File: src/rtl/eaglesong_nonce_search.sv
// ---------------------------------------------------------------------------
// eaglesong_nonce_search
//   Sequences a nonce search over an external Eaglesong digest stage. Each
//   attempt launches the digest on {nonce, header}, waits for its result and
//   compares it (unsigned) against the target. The search ends on a hit, on
//   exhausting nonce_count attempts, on a digest timeout, or on cmd_abort.
//
// Parameters
//   TIMEOUT_CYCLES         max WAIT cycles per attempt before giving up
// Ports
//   clk, rst               rising-edge clock, async active-high reset
//   cmd_start, cmd_abort   start a search / abandon the current one
//   header, target         message prefix and hit threshold
//   nonce_start/count      first nonce and number of nonces to try
//   dig_*                  handshake with the digest stage
//   busy, done             search in progress / finished (sticky)
//   found, aborted,
//   timeout_err            termination cause
//   found_nonce/digest     hit nonce and digest
//   attempts               digests compared so far
// ---------------------------------------------------------------------------
module eaglesong_nonce_search #(
  parameter int unsigned TIMEOUT_CYCLES = 4096
) (
  input  logic         clk,
  input  logic         rst,
  input  logic         cmd_start,
  input  logic         cmd_abort,
  input  logic [223:0] header,
  input  logic [255:0] target,
  input  logic [31:0]  nonce_start,
  input  logic [31:0]  nonce_count,
  output logic [255:0] dig_input_val,
  output logic [6:0]   dig_input_length_bytes,
  output logic         dig_start_eval,
  input  logic [255:0] dig_output_val,
  input  logic         dig_eval_output_ready,
  output logic         busy,
  output logic         done,
  output logic         found,
  output logic         aborted,
  output logic         timeout_err,
  output logic [31:0]  found_nonce,
  output logic [255:0] found_digest,
  output logic [31:0]  attempts
);

  typedef enum logic [2:0] {
    ST_IDLE,
    ST_LAUNCH,
    ST_SETTLE,
    ST_WAIT,
    ST_CHECK,
    ST_DONE
  } state_t;

  localparam logic [31:0] LP_WAIT_LAST = 32'(TIMEOUT_CYCLES - 1);

  state_t         r_state;
  logic [223:0]   r_header;
  logic [255:0]   r_target;
  logic [31:0]    r_nonce;
  logic [31:0]    r_count;
  logic [31:0]    r_attempts;
  logic [31:0]    r_wait_cnt;
  logic           r_settle;
  logic           r_found;
  logic           r_aborted;
  logic           r_timeout;
  logic [31:0]    r_found_nonce;
  logic [255:0]   r_found_digest;

  logic           w_active;
  logic           w_hit;
  logic           w_last;

  assign w_active = (r_state != ST_IDLE) && (r_state != ST_DONE);
  assign w_hit    = (dig_output_val <= r_target);
  // Exhaustion is judged on the attempt count after this CHECK's increment.
  assign w_last   = ((r_attempts + 32'd1) == r_count);

  always_ff @(posedge clk or posedge rst) begin
    if (rst) begin
      r_state        <= ST_IDLE;
      r_header       <= '0;
      r_target       <= '0;
      r_nonce        <= '0;
      r_count        <= '0;
      r_attempts     <= '0;
      r_wait_cnt     <= '0;
      r_settle       <= 1'b0;
      r_found        <= 1'b0;
      r_aborted      <= 1'b0;
      r_timeout      <= 1'b0;
      r_found_nonce  <= '0;
      r_found_digest <= '0;
    end else if (w_active && cmd_abort) begin
      // Abort outranks whatever the current state would have done this edge.
      r_state   <= ST_DONE;
      r_aborted <= 1'b1;
      r_found   <= 1'b0;
    end else begin
      case (r_state)
        ST_IDLE, ST_DONE: begin
          if (cmd_start) begin
            r_header       <= header;
            r_target       <= target;
            r_nonce        <= nonce_start;
            r_count        <= nonce_count;
            r_attempts     <= '0;
            r_wait_cnt     <= '0;
            r_found        <= 1'b0;
            r_aborted      <= 1'b0;
            r_timeout      <= 1'b0;
            r_found_nonce  <= '0;
            r_found_digest <= '0;
            r_state        <= (nonce_count == '0) ? ST_DONE : ST_LAUNCH;
          end
        end
        ST_LAUNCH: begin
          r_settle <= 1'b0;
          r_state  <= ST_SETTLE;
        end
        ST_SETTLE: begin
          // Two cycles during which a stale ready from the last run is ignored.
          if (r_settle) begin
            r_wait_cnt <= '0;
            r_state    <= ST_WAIT;
          end else begin
            r_settle <= 1'b1;
          end
        end
        ST_WAIT: begin
          if (dig_eval_output_ready) begin
            r_state <= ST_CHECK;
          end else if (r_wait_cnt == LP_WAIT_LAST) begin
            r_timeout <= 1'b1;
            r_state   <= ST_DONE;
          end else begin
            r_wait_cnt <= r_wait_cnt + 32'd1;
          end
        end
        ST_CHECK: begin
          r_attempts <= r_attempts + 32'd1;
          if (w_hit) begin
            r_found        <= 1'b1;
            r_found_nonce  <= r_nonce;
            r_found_digest <= dig_output_val;
            r_state        <= ST_DONE;
          end else if (w_last) begin
            r_state <= ST_DONE;
          end else begin
            r_nonce <= r_nonce + 32'd1;
            r_state <= ST_LAUNCH;
          end
        end
        default: r_state <= ST_IDLE;
      endcase
    end
  end

  assign dig_input_val          = {r_nonce, r_header};
  assign dig_input_length_bytes = 7'd32;
  assign dig_start_eval         = (r_state == ST_LAUNCH);
  assign busy                   = w_active;
  assign done                   = (r_state == ST_DONE);
  assign found                  = r_found;
  assign aborted                = r_aborted;
  assign timeout_err            = r_timeout;
  assign found_nonce            = r_found_nonce;
  assign found_digest           = r_found_digest;
  assign attempts               = r_attempts;

endmodule

File: config.mk
export PLATFORM = sky130hd
export DESIGN_NAME = eaglesong_nonce_search
export DESIGN_NICKNAME = d
export VERILOG_FILES = /design/src/rtl/eaglesong_nonce_search.sv
export SDC_FILE = /design/constraint.sdc
export NUM_CORES = 2
export LEC_CHECK = 0
export ABC_AREA = 1
export CORE_AREA = 2 2 539 541
export DETAILED_ROUTE_END_ITERATION = 7
export DIE_AREA = 0 0 541 543
export GPL_ROUTABILITY_DRIVEN = 0
export PLACE_DENSITY = 0.35
export SYNTH_ARGS = -nofsm -noshare
export SYNTH_HDL_FRONTEND = slang
export SYNTH_SLANG_ARGS = --single-unit
File: constraint.sdc
create_clock -name clk -period 55.8 [get_ports clk]
set_clock_uncertainty 0.15 [all_clocks]
set_input_delay 11.16 -clock clk [delete_from_list [all_inputs] [get_ports clk]]
set_output_delay 11.16 -clock clk [all_outputs]
set_load 0.01 [all_outputs]
==> run_results.csv <==
group,metric,value,unit
route,drt_iter0_markers,2267,
worst_hold_path,hold_class,"reg -> reg",
critical_path,critPathKind,"in -> reg",
timing,rsz0062_at_grt,"no",
timing,tightest_slew,1.12,ns
critical_path,cp-end-kind,"flip-flop",
final_layout,synthToLayoutAreaGrowth,51.1,%
timing,setup_slack,38.57,ns
timing,finalMaxSlewViolations,0,
placement,dp_hpwl,199000,um
die,coreArea,0.287,mm2
synthesis,synth_area_leaders,"dfrtp_1, nand2_1, ha_1",
power,switching_share,0.404,
synthesis,yosysSeqAreaShare,0.516,
outcome,outcome,"complete, no violations",
cts,ctsHoldBuffers,0,
cts,cts-resized-gates,0,
critical_path,cp_max_fo,73,
cts,cts_buffer_depth,4,
synthesis,synth.top_cell.area_share,0.516,
final_layout,fin_cells,10600,
global_routing,antenna_found_initial,122,
global_routing,grt_pass1_vias,42800,
final_layout,final_core_util,0.230,
timing,slew_headroom,0.250,
die,rows,197,
synthesis,synth_largest_area_cell,"dfrtp_1",
synthesis,synthCells,5371,
power,power_frac_clock,0.263,
synthesis,ys_types,59,
die,fp.dieH,543,um
final_layout,layout_commonest_cell,"nand2_1",
cts,cts_setup_buffers,0,
cts,clock_sink_count,903,
route,drc,0,
timing,final.period_utilization,0.309,
global_routing,grt_pass1_wl,344000,um
cts,root_buffer,"clkbuf_16",
cts,tritoncts,"yes",
route,wl_per_cell,23.4,um
timing,setup_viol,0,
power,cellLeakagePower,0.0309,uW
power,p_int,1970,uW
route,vias_per_cell,3.90,
cts,cts_buffers,134,
global_routing,gr-total-overflow,0,
die,initial_core_util,0.152,
cts,worstSkewPairLatency,0.80,ns
power,ir_drop,0.0330,mV
power,p_seq_frac,0.317,
cts,clk_pin_slew,0.06,ns
final_layout,mostFrequentLayoutCells,"nand2_1, clkdlybuf4s50_1, dfrtp_1",
route,wl,249000,um
critical_path,critPathLaunchType,"input pin",
synthesis,yosysWarningCount,0,
route,via_count,41500,
critical_path,worstPathRequired,56.38,ns
synthesis,dominantRegCellSynth,"dfrtp_1",
cts,h-tree-depth,4,
placement,place_ws,37.46,ns
die,die-area,0.294,mm2
route,drtPass1Iterations,5,
synthesis,synth_area,0.0438,mm2
global_routing,grt_max_degree,190,
synthesis,synth_edf_count,0,
die,io_pins,1394,
power,p_comb_frac,0.419,
synthesis,ys_async_sr_fraction,1.00,
synthesis,postSynthAreaPerCell,8.15,um2
power,powerDensity,49.8,mW/mm2
placement,numPlacedInstances,10400,
placement,io_buffer_count,1386,
timing,hold_violations,0,
synthesis,synth-seq-cells,903,
die,die_w,541,um
global_routing,grt_usage,0.165,
final_layout,nNetsFinal,7792,
timing,hold_slack,0.318,ns
timing,setup-tns-final,0,ns
critical_path,arrival,17.81,ns
power,p_switching,1330,uW
final_layout,drive_above_1_share,0.0438,
timing,max_freq,58.0,MHz
run,cap_violations,0,
route,postRouteAntennaNets,0,
timing,layout_min_cycle_time,17.23,ns
==> cells in the mapped netlist, types with 6 or more instances <==
| cell | n |
|---|---|
| dfrtp_1 | 903 |
| o22ai_1 | 24 |
| nand2_1 | 2437 |
| nand4_1 | 93 |
| buf_1 | 9 |
| nor3_1 | 45 |
| inv_1 | 450 |
| clkbuf_1 | 116 |
| buf_4 | 22 |
| buf_2 | 50 |
| ha_1 | 259 |
| nor4_1 | 17 |
| a21oi_1 | 137 |
| nor2_4 | 6 |
| o31ai_1 | 8 |
| inv_2 | 6 |
| o21a_1 | 14 |
| buf_6 | 15 |
| nand3_1 | 90 |
| xor2_1 | 25 |
| nor2_2 | 7 |
| a21o_1 | 8 |
| o21ai_0 | 350 |
| xnor2_1 | 10 |
| nor2_1 | 183 |
| nand3b_1 | 17 |
==> per-stage QoR <==
step / total power, uW / cell area [um2]
3_5_place_dp: 2470 / 61700
6_report: 3300 / 66200
5_1_grt: 3560 / 66200
3_3_place_gp: 2470 / 61700
4_1_cts: 3380 / 66100
2_1_floorplan: 1730 / 43800
==> kinds of logic after synthesis <==
logic type | after synthesis | synth area share
adders and majority gates | 259 | 0.0740
xor gates and xnor gates | 39 | 0.00906
DFF | 903 | 0.516
and+or+nand+nor | 2927 | 0.268
AOI/OAI and AO/OA | 569 | 0.0690
other | 2 | 0.000171
buffers and inverters | 672 | 0.0638
==> layout make-up <==
class                           instances  area (um2)
Clock buffer                          188        3880
Tap cell                             3781        4730
Multi-Input combinational cell       3801       18400
Clock inverter                         47         488
Inverter                              459        1740
Antenna cell                           37        92.6
Timing Repair Buffer                 1429       14200
Sequential cell                       903       22600
Fill cell                           31600      221000
==> path summary, 6_finish.rpt <==
check	start	to	slack, ns	cells after the start
worst max-delay path	dig_output_val[41]	found_digest[124]$_DFFE_PP0P_	38.57	17
worst min-delay path	found_digest[123]$_DFFE_PP0P_	found_digest[123]$_DFFE_PP0P_	0.32	2
worst max register to register	r_target[11]$_DFFE_PP0P_	found_digest[124]$_DFFE_PP0P_	49.03	24
worst min register to register	found_digest[123]$_DFFE_PP0P_	found_digest[123]$_DFFE_PP0P_	0.32	2
max in group asynchronous	rst	r_wait_cnt[24]$_DFFE_PP0P_	40.56	6
min in group asynchronous	rst	r_target[94]$_DFFE_PP0P_	10.81	2
==> worst max-delay path, cell delays in order <==
cell             delay [ns]
clkdlybuf4s50_1        0.55
ha_1                   0.37
nand4_1                0.11
nor2_1                 0.52
nand3_1                0.17
nor3b_1                0.35
buf_4                  0.22
and3_1                 0.34
nand3_1                0.15
nand2_1                0.26
nand2_4                0.37
nor2_4                 0.52
buf_4                  0.56
buf_4                  0.74
buf_4                  0.85
nand2_1                0.15
nand2_1                0.11
==> registers in the layout (all words and copies together) (netlist names) <==
name	flops
r_wait_cnt	32
r_target	256
r_state	3
found_digest	256
r_settle	1
attempts	32
timeout_err	1
r_nonce	32
r_count	32
found	1
aborted	1
found_nonce	32
r_header	224
==> power by group through the flow <==
stage                     clock network [uW]  logic, uW  registers (uW)
after detailed placement                   0       1410            1050
after floorplan                            0        639            1090
final                                    868       1380            1050
after global routing                     932       1550            1080
after CTS                                908       1420            1050
after global placement                     0       1410            1050
==> routing by layer <==
| layer | wire length (um) | vias to the layer above | share of wire | GRT usage |
|---|---|---|---|---|
| li1 | - | 19700 | - | - |
| met1 | 91500 | 19900 | 0.37 | 0.174 |
| met3 | 22900 | 387 | 0.092 | 0.0645 |
| met2 | 127000 | 1434 | 0.51 | 0.295 |
| met4 | 8140 | 32 | 0.033 | 0.0568 |
| met5 | 190 | - | 0.00076 | 0 |
(Power assumes the default switching activity.)
